## config.mk

```make
export PLATFORM = sky130hd
export DESIGN_NAME = gate_arbiter
export DESIGN_NICKNAME = d
export VERILOG_FILES = /design/src/rtl/gate_arbiter.sv
export SDC_FILE = /design/constraint.sdc
export NUM_CORES = 1
export LEC_CHECK = 0
export BUFFER_PORTS_ARGS = -buffer_cell sky130_fd_sc_hd__buf_2
export CORE_MARGIN = 1
export CORE_UTILIZATION = 47
export CTS_CLUSTER_DIAMETER = 120
export DETAILED_ROUTE_END_ITERATION = 12
export GPL_TIMING_DRIVEN = 1
export PLACE_DENSITY = 0.77
export SYNTH_ARGS = -nofsm -noshare
export SYNTH_HDL_FRONTEND = slang
export SYNTH_SLANG_ARGS = --single-unit
```

## constraint.sdc

```tcl
create_clock -name Clk -period 2.15 [get_ports Clk]
set_clock_uncertainty 0.15 [all_clocks]
set_input_delay 0.43 -clock Clk [delete_from_list [all_inputs] [get_ports Clk]]
set_output_delay 0.43 -clock Clk [all_outputs]
set_load 0.01 [all_outputs]
```

## src/rtl/gate_arbiter.sv

```systemverilog
// gate_arbiter: two-lane round-robin arbiter in front of a single gate
// controller. A granted lane has its vehicle/PIN signals forwarded to the
// controller; the grant is released when the gate closes behind the vehicle,
// when the vehicle leaves, or when the lane sits in SERVE for too long.
module gate_arbiter #(
    parameter int TIMEOUT = 16,
    parameter int CNT_W   = 5
) (
    input  logic       Clk,
    input  logic       Reset,
    input  logic       Veh_A,
    input  logic       Veh_B,
    input  logic [7:0] Pin_A,
    input  logic [7:0] Pin_B,
    input  logic       Cerrado,
    input  logic       Abierto,
    input  logic       Bloqueo,
    output logic       Vehiculo,
    output logic [7:0] Pin,
    output logic       Grant_A,
    output logic       Grant_B,
    output logic       Busy,
    output logic       Timeout
);

    typedef enum logic [3:0] {
        S_IDLE  = 4'b0001,
        S_SERVE = 4'b0010,
        S_PASS  = 4'b0100,
        S_LOCK  = 4'b1000
    } state_t;

    // Lane encoding for the round-robin pointer.
    localparam logic LANE_A = 1'b0;
    localparam logic LANE_B = 1'b1;

    // Counter value on which a SERVE grant expires, and the saturation ceiling.
    localparam logic [CNT_W-1:0] CNT_LAST = CNT_W'(TIMEOUT - 1);
    localparam logic [CNT_W-1:0] CNT_MAX  = {CNT_W{1'b1}};

    state_t           r_state;
    logic             r_last;
    logic [CNT_W-1:0] r_cnt;
    logic             r_grant_a;
    logic             r_grant_b;
    logic             r_timeout;

    logic             w_gveh;
    logic [7:0]       w_gpin;

    // Signals of whichever lane currently holds the grant; zero when no grant.
    assign w_gveh = (r_grant_a & Veh_A) | (r_grant_b & Veh_B);
    assign w_gpin = r_grant_a ? Pin_A : (r_grant_b ? Pin_B : 8'h00);

    // Arbitration FSM: state, round-robin pointer, timeout counter, grants and
    // the timeout pulse all update together. Every path back to IDLE records
    // the served lane in r_last and drops both grants on the same edge.
    always_ff @(posedge Clk) begin
        if (Reset) begin
            r_state   <= S_IDLE;
            r_last    <= LANE_B;
            r_cnt     <= '0;
            r_grant_a <= 1'b0;
            r_grant_b <= 1'b0;
            r_timeout <= 1'b0;
        end else begin
            r_timeout <= 1'b0;
            case (r_state)
                S_IDLE: begin
                    r_cnt <= '0;
                    if (Veh_A && Veh_B) begin
                        r_state   <= S_SERVE;
                        r_grant_a <= (r_last == LANE_B);
                        r_grant_b <= (r_last == LANE_A);
                    end else if (Veh_A) begin
                        r_state   <= S_SERVE;
                        r_grant_a <= 1'b1;
                        r_grant_b <= 1'b0;
                    end else if (Veh_B) begin
                        r_state   <= S_SERVE;
                        r_grant_a <= 1'b0;
                        r_grant_b <= 1'b1;
                    end
                end
                S_SERVE: begin
                    if (r_cnt != CNT_MAX) begin
                        r_cnt <= r_cnt + CNT_W'(1);
                    end
                    if (Bloqueo) begin
                        r_state <= S_LOCK;
                        r_cnt   <= '0;
                    end else if (Abierto) begin
                        r_state <= S_PASS;
                        r_cnt   <= '0;
                    end else if (!w_gveh) begin
                        r_state   <= S_IDLE;
                        r_cnt     <= '0;
                        r_last    <= r_grant_b ? LANE_B : LANE_A;
                        r_grant_a <= 1'b0;
                        r_grant_b <= 1'b0;
                    end else if (r_cnt == CNT_LAST) begin
                        r_state   <= S_IDLE;
                        r_cnt     <= '0;
                        r_last    <= r_grant_b ? LANE_B : LANE_A;
                        r_grant_a <= 1'b0;
                        r_grant_b <= 1'b0;
                        r_timeout <= 1'b1;
                    end
                end
                S_PASS: begin
                    r_cnt <= '0;
                    if (Bloqueo) begin
                        r_state <= S_LOCK;
                    end else if (Cerrado && !Abierto) begin
                        r_state   <= S_IDLE;
                        r_last    <= r_grant_b ? LANE_B : LANE_A;
                        r_grant_a <= 1'b0;
                        r_grant_b <= 1'b0;
                    end
                end
                S_LOCK: begin
                    // No timeout here: the lane stays held until the block clears.
                    r_cnt <= '0;
                    if (!Bloqueo && Abierto) begin
                        r_state <= S_PASS;
                    end
                end
                default: begin
                    r_state   <= S_IDLE;
                    r_cnt     <= '0;
                    r_grant_a <= 1'b0;
                    r_grant_b <= 1'b0;
                end
            endcase
        end
    end

    // Forwarding to the gate controller: zero-latency mux of the granted lane,
    // with the PIN suppressed while the gate is passing a vehicle.
    always_comb begin
        Vehiculo = 1'b0;
        Pin      = 8'h00;
        case (r_state)
            S_SERVE, S_LOCK: begin
                Vehiculo = w_gveh;
                Pin      = w_gpin;
            end
            S_PASS: begin
                Vehiculo = w_gveh;
            end
            default: begin
                Vehiculo = 1'b0;
                Pin      = 8'h00;
            end
        endcase
    end

    assign Grant_A = r_grant_a;
    assign Grant_B = r_grant_b;
    assign Busy    = (r_state != S_IDLE);
    assign Timeout = r_timeout;

endmodule

```

==> flow_summary.rst, run 1 <==
.. list-table::
   :header-rows: 1

   * - Metric
     - Value
   * - GRT Residual Overflow
     - 0
   * - Number of hold-repair buffers added at the cts stage
     - 0
   * - I/O pin count
     - 36
   * - Clock latency at the later pin of the worst-skew pair
     - 0.27 ns
   * - Endpoints failing hold
     - 0
   * - Post-detailed-route wirelength per cell
     - 12.9 um
   * - Leakage power of the design
     - 0.549 nW
   * - Type of origin of the critical path
     - register
   * - Total clock buffers created by CTS
     - 3
   * - Dominant combinational cell family by area after synthesis
     - simple AND/OR/NAND/NOR gates
   * - Clock tree from TritonCTS
     - done
   * - Worst Tran Pin Value
     - 0.394 ns
   * - Adder and majority gate portion of the synthesized area
     - 0.0403
   * - Yosys warning total
     - 0
   * - Distinct cell type count of the synthesized netlist
     - 36
   * - Share of synthesized area spent on multiplexers
     - 0.0215
   * - Data arrival time of the worst path
     - 1.47 ns
   * - Remaining max-slew budget at the tightest pin
     - 0.737
   * - Mean cell area of the mapped netlist
     - 7.97 um^2
   * - Clock transition at the registers of the reported paths
     - 0.08 ns
   * - Floorplan core area
     - 1780 um^2
   * - First-pass DRT Iterations
     - 4
   * - Final critical-path share of the clock period
     - 0.955
   * - Number of setup buffers added after CTS
     - 0
   * - Initial drt markers
     - 42
   * - Post-synth net total
     - 143
   * - Async SR Flop Fraction
     - 0
   * - Kind of critical path
     - register to primary output
   * - Total of flip-flops plus latches after synthesis
     - 13
   * - Sequential share of power
     - 0.403
   * - X dimension of the die
     - 46.5 um
   * - Count of buffers inserted at the top-level ports
     - 35
   * - Post-synth EDFFs
     - 0
   * - Die Y-Extent
     - 46.5 um
   * - Internal power contribution
     - 491 uW
   * - Relative contribution of combinational cells to total power
     - 0.409
   * - Kind of end point of the critical path
     - primary output
   * - Peak clock frequency supported by timing
     - 487 MHz
   * - Overall Global Routing Usage
     - 0.211
   * - Fraction of power consumed by the clock network
     - 0.188
   * - H-tree Lvls
     - 1
   * - Post-route antenna net violation count
     - 0
   * - Synthesized-area fraction occupied by ao, oa, aoi and oai cells
     - 0.207
   * - Antenna violations before repair
     - 0
   * - Total wirelength of the detailed-routed design
     - 2290 um
   * - Last weighted congestion value of the routability-driven placer
     - 0.872
   * - Fraction of layout cells with a size suffix above 1
     - 0.336
   * - Vias in the first global route
     - 768
   * - Peak VDD IR
     - 0.493 mV
   * - Gate Count Post-Synth
     - 117
   * - Fraction of power spent switching nets
     - 0.363
   * - R2r worst-path depth
     - 7
   * - Area delta synth->final
     - 25.9%
   * - Core Util, Final
     - 0.658
   * - Number of antenna diodes
     - 0
   * - Cell Area, Synth
     - 932 um^2
   * - Unrepaired setup endpoints after global routing
     - false
   * - Max FO, Critical Path
     - 12
   * - Power per cell area
     - 658 nW/um^2
   * - Final setup violation count
     - 0
   * - Max-cap violations
     - 0
   * - Bufs on Longest Clock Path
     - 2
   * - Estimated wirelength of the detail-placed design
     - 1720 um
   * - Result of the run
     - finished clean
   * - Count of pins over their slew limit
     - 0
   * - Post-synthesis simple-gate area fraction
     - 0.356
   * - Number of instances on the worst hold path
     - 2
   * - Initial Utilization
     - 0.523
   * - Number of sinks driven by the clock tree
     - 13
   * - Total Die Area
     - 2170 um^2
   * - CP cell instances
     - a22o_1 -> nor3b_1 -> buf_2
   * - Class of the tightest hold or removal check
     - input pin to register
   * - Number of nets in the finished design
     - 179
   * - Net switching power
     - 281 uW
   * - Pin count of the biggest net entering global routing
     - 14
   * - Detail-routed via count per cell
     - 5.53
   * - Total negative slack for setup checks
     - 0 ns
   * - Remaining design rule violation count
     - 0
   * - Sequential-to-total area share from yosys stat
     - 0.279
   * - Parity-gate share of the synthesized area counting xor and xnor cells
     - 0.0470
   * - Slowest cell on the critical path
     - sky130_fd_sc_hd__dfxtp_1
   * - Library cell used as clock root buffer
     - sky130_fd_sc_hd__clkbuf_4
   * - CP max stage delay
     - 0.56 ns
   * - Number of core rows
     - 15
   * - Most used DFF post-synth
     - sky130_fd_sc_hd__dfxtp_1
   * - Wire length of the first global-routing pass
     - 3270 um
   * - Post-cts resize count
     - 4
   * - Clock period minus worst slack
     - 2.05 ns
   * - Via total after detailed routing
     - 979
   * - Endpoint required time on the critical path
     - 1.57 ns
## cell usage in the layout (no fill, tap or decap), types with 3 or more instances in the layout
master | Yosys | layout
sky130_fd_sc_hd__buf_2 | 4 | 35
sky130_fd_sc_hd__nor2_1 | 18 | 18
sky130_fd_sc_hd__dfxtp_1 | 13 | 10
sky130_fd_sc_hd__a22oi_1 | 8 | 8
sky130_fd_sc_hd__a21oi_1 | 7 | 7
sky130_fd_sc_hd__o21ai_0 | 6 | 6
sky130_fd_sc_hd__nor2b_1 | 7 | 6
sky130_fd_sc_hd__buf_4 | 0 | 4
sky130_fd_sc_hd__xor2_1 | 3 | 3
sky130_fd_sc_hd__nand2b_1 | 3 | 3
sky130_fd_sc_hd__nand3_1 | 3 | 3
sky130_fd_sc_hd__nand4b_1 | 3 | 3
sky130_fd_sc_hd__inv_1 | 3 | 3
sky130_fd_sc_hd__ha_1 | 3 | 3
sky130_fd_sc_hd__clkbuf_4 | 0 | 3
## final cells by class
class	instances	area (um^2)
multi-input cells	93	633
fillers	169	609
flip-flops and latches	13	267
repair buffers	39	205
well taps	25	31.3
clock buffers	4	26.3
inverters	3	11.3
## metal layers
layer / share of wire / global-route usage / vias up / wire length, um
met2: 0.47 / 0.333 / 36 / 1080
met1: 0.47 / 0.288 / 444 / 1080
li1: - / - / 499 / -
met3: 0.056 / 0.0353 / 0 / 129
met4: 0 / 0.0706 / 0 / 0
met5: 0 / 0 / - / 0
## stage by stage
step           cells  area [um^2]  hold slack [ns]  power, mW  setup WS [ns]
2_1_floorplan    117          932            0.299      0.520          0.332
3_3_place_gp     173         1130            0.315      0.609          0.248
3_5_place_dp     173         1130            0.321      0.617          0.198
4_1_cts          177         1170            0.258      0.770         0.0647
5_1_grt          177         1170            0.275      0.823         0.0307
6_report         177         1170            0.265      0.772         0.0976
## cells by family (layout without fill, tap and decap cells)
kind of cell | count (synthesis) | after routing
mux | 2 | 2
buf+inv | 11 | 46
simple gates | 54 | 54
xor+xnor | 5 | 5
flops | 13 | 13
fa+ha+maj | 3 | 3
compound gates | 29 | 29
## synthesized netlist by cell type, drive strengths merged, types with 3 or more instances
cell type | count | share of area
o21ai | 6 | 0.032
clkbuf | 4 | 0.016
or3 | 3 | 0.026
nand3b | 3 | 0.038
nor2 | 18 | 0.072
nand4b | 3 | 0.028
a22oi | 8 | 0.064
ha | 3 | 0.040
dfxtp | 13 | 0.28
nand3 | 3 | 0.016
nor2b | 7 | 0.047
buf | 4 | 0.021
inv | 3 | 0.012
xor2 | 3 | 0.028
nand2b | 3 | 0.020
a21oi | 7 | 0.038
## power by group through the flow
stage	clock (mW)	combinational [mW]	sequential, mW
after floorplan	0	0.234	0.286
after global placement	0	0.303	0.307
after detailed placement	0	0.307	0.309
after CTS	0.150	0.313	0.306
after global routing	0.161	0.348	0.314
final	0.145	0.316	0.311
## registers in the layout (all words and copies together), names as in the netlist
| signal | cells |
|---|---|
| Grant_A | 1 |
| r_cnt | 5 |
| r_last | 1 |
| Timeout | 1 |
| r_state | 4 |
| Grant_B | 1 |
## final timing paths
kind | slack, ns | end | start
max | 0.1 | Vehiculo | Grant_A
min | 0.27 | Grant_A | Reset
max reg2reg | 0.25 | Grant_B | r_cnt[0]
min reg2reg | 0.34 | r_last | r_last
## worst max-delay path: cells and delay by family, from the launching register on
kind,cells,cell delay [ns]
simple gates,1,0.19
compound gates,1,0.29
buf+inv,1,0.15
flops,1,0.56
Power figures use the tool's default switching activity.
==> run 2: changes to the inputs <==
==> constraint.sdc (replaced) <==
create_clock -name Clk -period 2.15 [get_ports Clk]
set_clock_uncertainty 0.15 [all_clocks]
set_input_delay 0.645 -clock Clk [delete_from_list [all_inputs] [get_ports Clk]]
set_output_delay 0.645 -clock Clk [all_outputs]
set_load 0.01 [all_outputs]
==> flow_summary.rst, run 2 (synthesis gave the netlist of run 1 again) <==
.. list-table::
   :header-rows: 1

   * - Metric
     - Value
   * - Slowest cell on the critical path
     - sky130_fd_sc_hd__or4b_4
   * - Top delay family on crit path
     - simple AND/OR/NAND/NOR gates
   * - Endpoints failing hold
     - 0 (unchanged)
   * - Max-cap violations
     - 0 (unchanged)
   * - X dimension of the die
     - 46.5 um (unchanged)
   * - Remaining max-slew budget at the tightest pin
     - 0.832 (+0.0949)
   * - Most frequent standard cell in the layout excluding fill and tap cells
     - sky130_fd_sc_hd__buf_2
   * - Wire length of the first global-routing pass
     - 3490 um (+6.8%)
   * - Final setup violation count
     - 9 (+9)
   * - Initial drt markers
     - 31 (-26%)
   * - Die Y-Extent
     - 46.5 um (unchanged)
   * - Leakage power of the design
     - 0.583 nW (+6.3%)
   * - Total Die Area
     - 2170 um^2 (unchanged)
   * - Endpoint required time on the critical path
     - 1.35 ns (-0.22 ns)
   * - Pin count of the biggest net entering global routing
     - 14 (unchanged)
   * - Peak VDD IR
     - 0.420 mV (-15%)
   * - Fillcell total
     - 146 (-14%)
   * - Number of instances on the worst hold path
     - 2 (unchanged)
   * - H-tree Lvls
     - 1 (unchanged)
   * - Data arrival time of the worst path
     - 1.39 ns (-0.08 ns)
   * - Count of pins over their slew limit
     - 0 (unchanged)
   * - Antenna violations before repair
     - 0 (unchanged)
   * - Initial Utilization
     - 0.523 (unchanged)
   * - Setup ws final
     - -0.0393 ns (-0.137 ns)
   * - Remaining design rule violation count
     - 0 (unchanged)
   * - Bufs on Longest Clock Path
     - 2 (unchanged)
   * - Worst reg2reg startpoint
     - r_state[1]
   * - Clock transition at the registers of the reported paths
     - 0.08 ns (about the same)
   * - Detail-routed via count per cell
     - 5.53 (about the same)
   * - CP cell instances
     - buf_6 -> or4b_4 -> buf_6
   * - Most prevalent standard cell on the critical path
     - sky130_fd_sc_hd__buf_6
   * - Kind of end point of the critical path
     - primary output
   * - Violations in the final reports
     - setup timing
   * - Core Util, Final
     - 0.693 (+0.0351)
   * - Commonest cells after routing, fill and taps aside
     - 34 x sky130_fd_sc_hd__buf_2, 18 x sky130_fd_sc_hd__nor2_1, 10 x sky130_fd_sc_hd__dfxtp_1
   * - CP startpoint
     - r_state[1]
   * - Count of buffers inserted at the top-level ports
     - 35 (unchanged)
   * - I/O pin count
     - 36 (unchanged)
   * - Area delta synth->final
     - 32.6%
   * - Post-detailed-route wirelength per cell
     - 12.5 um (-3.2%)
   * - Number of core rows
     - 15 (unchanged)
   * - R2r worst-path depth
     - 7 (unchanged)
   * - Clock latency at the later pin of the worst-skew pair
     - 0.27 ns (about the same)
   * - Number of sinks driven by the clock tree
     - 13 (unchanged)
   * - Floorplan core area
     - 1780 um^2 (unchanged)
   * - CP max stage delay
     - 0.49 ns (-0.07 ns)
   * - GRT Residual Overflow
     - 0 (unchanged)
   * - Last weighted congestion value of the routability-driven placer
     - 0.916 (+5.2%)
   * - Result of the run
     - complete, but fails checks
   * - Type of origin of the critical path
     - register
   * - Final critical-path share of the clock period
     - 1.02 (+0.0637)
   * - Peak clock frequency supported by timing
     - 457 MHz (-6.3%)
   * - Kind of critical path
     - register to primary output
   * - Area used by sequential logic in the layout
     - 269 um^2 (+0.94%)
   * - Post-route antenna net violation count
     - 0 (unchanged)
   * - Largest registers
     - r_cnt (5), r_state (4)
   * - Estimated wirelength of the detail-placed design
     - 1740 um (+0.86%)
   * - Post-detailed-placement cell area
     - 1160 um^2 (+2.6%)
   * - Overall power consumption
     - 837 uW (+8.4%)
   * - Total wirelength of the detailed-routed design
     - 2290 um (about the same)
   * - Clock tree from TritonCTS
     - done
   * - Vias in the first global route
     - 845 (+10%)
   * - Final Hold Slack
     - 0.349 ns (+0.0834 ns)
   * - Unrepaired setup endpoints after global routing
     - true
   * - Layout Cell Area excl Fill
     - 1240 um^2 (+5.3%)
   * - Class of the tightest hold or removal check
     - register to register
   * - Clock period minus worst slack
     - 2.19 ns (+0.137 ns)
   * - Max FO, Critical Path
     - 5 (-7)
   * - Library cell used as clock root buffer
     - sky130_fd_sc_hd__clkbuf_4
   * - Worst Tran Pin Value
     - 0.249 ns (-0.145 ns)
   * - Number of nets in the finished design
     - 185 (+3.4%)
   * - Stages on the worst setup path
     - 3 (unchanged)
   * - HP Start
     - r_last
   * - Fraction of layout cells with a size suffix above 1
     - 0.361 (+0.0252)
   * - Number of antenna diodes
     - 0 (unchanged)
   * - Top reg by flops
     - r_cnt
   * - Power per cell area
     - 677 nW/um^2 (+2.9%)
   * - Via total after detailed routing
     - 1012 (+3.4%)
   * - Flip-flop count of the largest register after layout
     - 5 (unchanged)
   * - Number of buffers and inverters on the critical path
     - 2 (+1)
   * - Overall Global Routing Usage
     - 0.222 (+0.0108)
   * - First-pass DRT Iterations
     - 4 (unchanged)
   * - Number of hold-repair buffers added at the cts stage
     - 0 (unchanged)
   * - Total clock buffers created by CTS
     - 3 (unchanged)
   * - Area of the multi-input gates
     - 638 um^2 (+0.79%)
## run 2: worst paths after layout
| kind | endpoint | slack (ns) |
|---|---|---|
| setup / recovery | Busy | -0.04 |
| hold / removal | r_last | 0.35 |
| setup reg to reg | r_cnt[2] | 0.09 |
| hold reg to reg | r_last | 0.35 |
## run 2: power by group
group	internal (mW)	switching (mW)	leakage (nW)
Combinational	0.202	0.189	0.461
Sequential	0.266	0.0289	0.108
Clock	0.0719	0.0785	0.0150
## run 2: timing repair
action / CTS / global route
gates resized for setup: 7 / 3
endpoints found under the setup margin: 10 / 15
pin swaps: 2 / 1
buffers inserted: 2 / 0
cloned: 0 / 0
## run 2: layer usage
metal,vias up,global-route usage,routed length [um]
met1,461,0.280,998
met4,0,0.106,40
met5,-,0,0
met3,6,0.0118,117
met2,38,0.381,1130
li1,507,-,-
## run 2: area by class of cell
type | instances | share of cell area
clock buffer | 4 | 0.0213
tap | 25 | 0.0253
multi-input combinational | 93 | 0.516
timing repair buffer | 45 | 0.211
sequential | 13 | 0.218
inverter | 3 | 0.00911
## run 2: metrics by stage
stage                     std cells  TNS (ns)  setup slack [ns]
after floorplan                 117         0             0.117
after global placement          177         0             0.101
after detailed placement        177         0            0.0759
after CTS                       183    -0.304           -0.0824
after global routing            183    -0.907            -0.105
final                           183    -0.164           -0.0393
## run 2: worst register-to-register path, cell delays in order (launching register included)
cell,delay [ns]
sky130_fd_sc_hd__dfxtp_4,0.36
sky130_fd_sc_hd__buf_6,0.13
sky130_fd_sc_hd__or4b_4,0.49
sky130_fd_sc_hd__buf_4,0.16
sky130_fd_sc_hd__or3_4,0.36
sky130_fd_sc_hd__o211ai_2,0.11
sky130_fd_sc_hd__nand3b_4,0.13
sky130_fd_sc_hd__nor2_1,0.12
==> run 3: changes to the inputs <==
--- a/config.mk
+++ b/config.mk
@@ -7,11 +7,12 @@
 export LEC_CHECK = 0
 export BUFFER_PORTS_ARGS = -buffer_cell sky130_fd_sc_hd__buf_2
 export CORE_MARGIN = 1
-export CORE_UTILIZATION = 47
+export CORE_UTILIZATION = 50
+export CTS_BUF_LIST = sky130_fd_sc_hd__clkbuf_4
 export CTS_CLUSTER_DIAMETER = 120
 export DETAILED_ROUTE_END_ITERATION = 12
 export GPL_TIMING_DRIVEN = 1
-export PLACE_DENSITY = 0.77
+export PLACE_DENSITY = 0.82
 export SYNTH_ARGS = -nofsm -noshare
 export SYNTH_HDL_FRONTEND = slang
 export SYNTH_SLANG_ARGS = --single-unit
==> flow_summary.rst, run 3 (synthesis gave the netlist of run 1 again) <==
.. list-table::
   :header-rows: 1

   * - Metric
     - Value
   * - Result of the run
     - complete, but fails checks
   * - Violations in the final reports
     - setup timing
   * - Endpoints failing hold
     - 0 (unchanged)
   * - Number of instances on the worst hold path
     - 1 (-1)
   * - Final critical-path share of the clock period
     - 1.03 (+0.00998)
   * - Clock transition at the registers of the reported paths
     - 0.07 ns (about the same)
   * - Bufs on Longest Clock Path
     - 2 (unchanged)
   * - Final setup violation count
     - 9 (unchanged)
   * - Floorplan core area
     - 1750 um^2 (-2.1%)
   * - Grt met2 use
     - 0.420 (+0.0397)
   * - Vias in the first global route
     - 878 (+3.9%)
   * - Final Hold Slack
     - 0.341 ns (-0.00764 ns)
   * - Initial drt markers
     - 21 (-32%)
   * - CP max stage delay
     - 0.38 ns (-0.11 ns)
   * - Peak clock frequency supported by timing
     - 452 MHz (-0.97%)
   * - Post-detailed-route wirelength per cell
     - 12.5 um (+0.37%)
   * - Post-detailed-placement cell area
     - 1150 um^2 (-1.3%)
   * - Remaining design rule violation count
     - 0 (unchanged)
   * - Endpoint required time on the critical path
     - 1.35 ns (about the same)
   * - Wire length of the first global-routing pass
     - 3400 um (-2.6%)
   * - Met1 global-route usage
     - 0.236 (-0.0432)
   * - Hold endpoint
     - r_state[3]
   * - Data arrival time of the worst path
     - 1.42 ns (+0.03 ns)
   * - Kind of critical path
     - register to primary output
   * - Most frequent standard cell in the layout excluding fill and tap cells
     - sky130_fd_sc_hd__buf_2
   * - Class of the tightest hold or removal check
     - register to register
   * - Largest registers
     - r_cnt (5), r_state (4)
   * - Count of buffers inserted at the top-level ports
     - 35 (unchanged)
   * - Number of core rows
     - 15 (unchanged)
   * - First-pass DRT Iterations
     - 4 (unchanged)
   * - X dimension of the die
     - 45.2 um (-2.9%)
   * - Clock latency at the later pin of the worst-skew pair
     - 0.27 ns (about the same)
   * - Remaining max-slew budget at the tightest pin
     - 0.512 (-0.319)
   * - Count of pins over their slew limit
     - 0 (unchanged)
   * - Antenna violations before repair
     - 0 (unchanged)
   * - Worst Tran Pin Value
     - 0.721 ns (+0.473 ns)
   * - Number of antenna diodes
     - 0 (unchanged)
   * - Total wirelength of the detailed-routed design
     - 2280 um (-0.17%)
   * - Number of hold-repair buffers added at the cts stage
     - 0 (unchanged)
   * - Leakage power of the design
     - 0.580 nW (-0.51%)
   * - Library cell used as clock root buffer
     - sky130_fd_sc_hd__clkbuf_4
   * - Peak VDD IR
     - 0.394 mV (-6.1%)
   * - Number of sinks driven by the clock tree
     - 13 (unchanged)
   * - Setup ws final
     - -0.0608 ns (-0.0215 ns)
   * - Most congested layer reported by global routing
     - met2
   * - Last weighted congestion value of the routability-driven placer
     - 0.831 (-9.3%)
   * - Type of origin of the critical path
     - register
   * - Worst reg2reg endpoint
     - r_cnt[3]
   * - Post-route antenna net violation count
     - 0 (unchanged)
   * - Overall Global Routing Usage
     - 0.229 (+0.00675)
   * - Kind of end point of the critical path
     - primary output
   * - I/O pin count
     - 36 (unchanged)
   * - GRT Residual Overflow
     - 0 (unchanged)
   * - Clock period minus worst slack
     - 2.21 ns (+0.0215 ns)
   * - Worst reg2reg startpoint
     - r_state[3]
   * - Total clock buffers created by CTS
     - 3 (unchanged)
   * - Area delta synth->final
     - 33.4%
   * - Max FO, Critical Path
     - 7 (+2)
   * - Routing usage on met3
     - 0.0200 (+0.00824)
   * - H-tree Lvls
     - 1 (unchanged)
   * - Estimated wirelength of the detail-placed design
     - 1720 um (-0.95%)
   * - Commonest cells after routing, fill and taps aside
     - 34 x sky130_fd_sc_hd__buf_2, 18 x sky130_fd_sc_hd__nor2_1, 9 x sky130_fd_sc_hd__dfxtp_1
   * - Register-to-register setup slack
     - 0.08 ns (about the same)
   * - Layout Cell Area excl Fill
     - 1240 um^2 (+0.61%)
   * - CP cell instances
     - xnor2_2 -> or3_4 -> nor2_1 -> buf_2
   * - Fraction of layout cells with a size suffix above 1
     - 0.376 (+0.0150)
   * - Unrepaired setup endpoints after global routing
     - true
   * - Number of nets in the finished design
     - 184 (-0.54%)
   * - Power per cell area
     - 681 nW/um^2 (+0.56%)
   * - Detail-routed via count per cell
     - 5.69 (+2.9%)
   * - Slowest cell on the critical path
     - sky130_fd_sc_hd__dfxtp_4
   * - HP Start
     - r_state[0]
   * - Fillcell total
     - 143 (-2.1%)
   * - Flip-flop count of the largest register after layout
     - 5 (unchanged)
   * - Via total after detailed routing
     - 1036 (+2.4%)
   * - Pin count of the biggest net entering global routing
     - 14 (unchanged)
   * - R2r worst-path depth
     - 6 (-1)
   * - Top reg by flops
     - r_cnt
   * - Max-cap violations
     - 0 (unchanged)
   * - Clock tree from TritonCTS
     - done
   * - Total Die Area
     - 2040 um^2 (-5.8%)
   * - Minimum setup slack after placement
     - 0.0683 ns (-0.00762 ns)
   * - Initial Utilization
     - 0.534 (+0.0112)
   * - Die Y-Extent
     - 45.2 um (-2.9%)
[run 3: metal layers]
metal	up-vias	wire length (um)	part of all wire
met2	48	1060	0.47
li1	510	-	-
met5	-	0	0
met4	0	96	0.042
met3	11	126	0.055
met1	467	994	0.44
[run 3: per-stage QoR]
step	power [mW]	utilization	cells	TNS, ns
floorplan	0.520	-	117	0
global placement	0.615	0.658	175	0
detailed placement	0.626	0.658	175	0
CTS	0.809	0.687	179	-0.507
global route	0.892	0.713	182	-1.02
finish	0.847	0.713	182	-0.333
[run 3: worst max-delay path by stage]
stage	startpoint	endpoint	slack, ns	depth (start not counted)
after detailed placement	r_state[1]	Pin[2]	0.07	4
after CTS	r_state[1]	Pin[2]	-0.08	4
final	r_state[1]	Pin[1]	-0.06	4
after floorplan	r_state[1]	Pin[0]	0.12	5
after global routing	r_state[1]	Pin[7]	-0.12	4
after global placement	Veh_A	Vehiculo	0.09	4
[run 3: critical path, delay by kind of cell, from the launching register on]
family / cells / cell delay [ns]
simple gates: 2 / 0.49
flops: 1 / 0.38
xor+xnor: 1 / 0.14
buf+inv: 1 / 0.13
[run 3: final cells by class]
type / count / area (um^2) / share of cell area
clock buffer: 4 / 30.0 / 0.0241
inverter: 3 / 11.3 / 0.00905
multi-input combinational: 94 / 657 / 0.528
sequential: 13 / 273 / 0.219
tap: 25 / 31.3 / 0.0252
timing repair buffer: 43 / 241 / 0.194
[run 3: timing repair]
item	in CTS	in global routing
setup endpoints to repair	10	14
resized for setup	8	5
setup buffers	0	2
pin swaps	0	1
cloned	0	1
[run 3: power breakdown]
group,internal (mW),total (mW),switching [mW],leakage [nW]
clock network,0.0846,0.162,0.0769,0.0184
logic,0.192,0.371,0.179,0.454
registers,0.270,0.315,0.0446,0.108
total,0.547,0.847,0.300,0.580
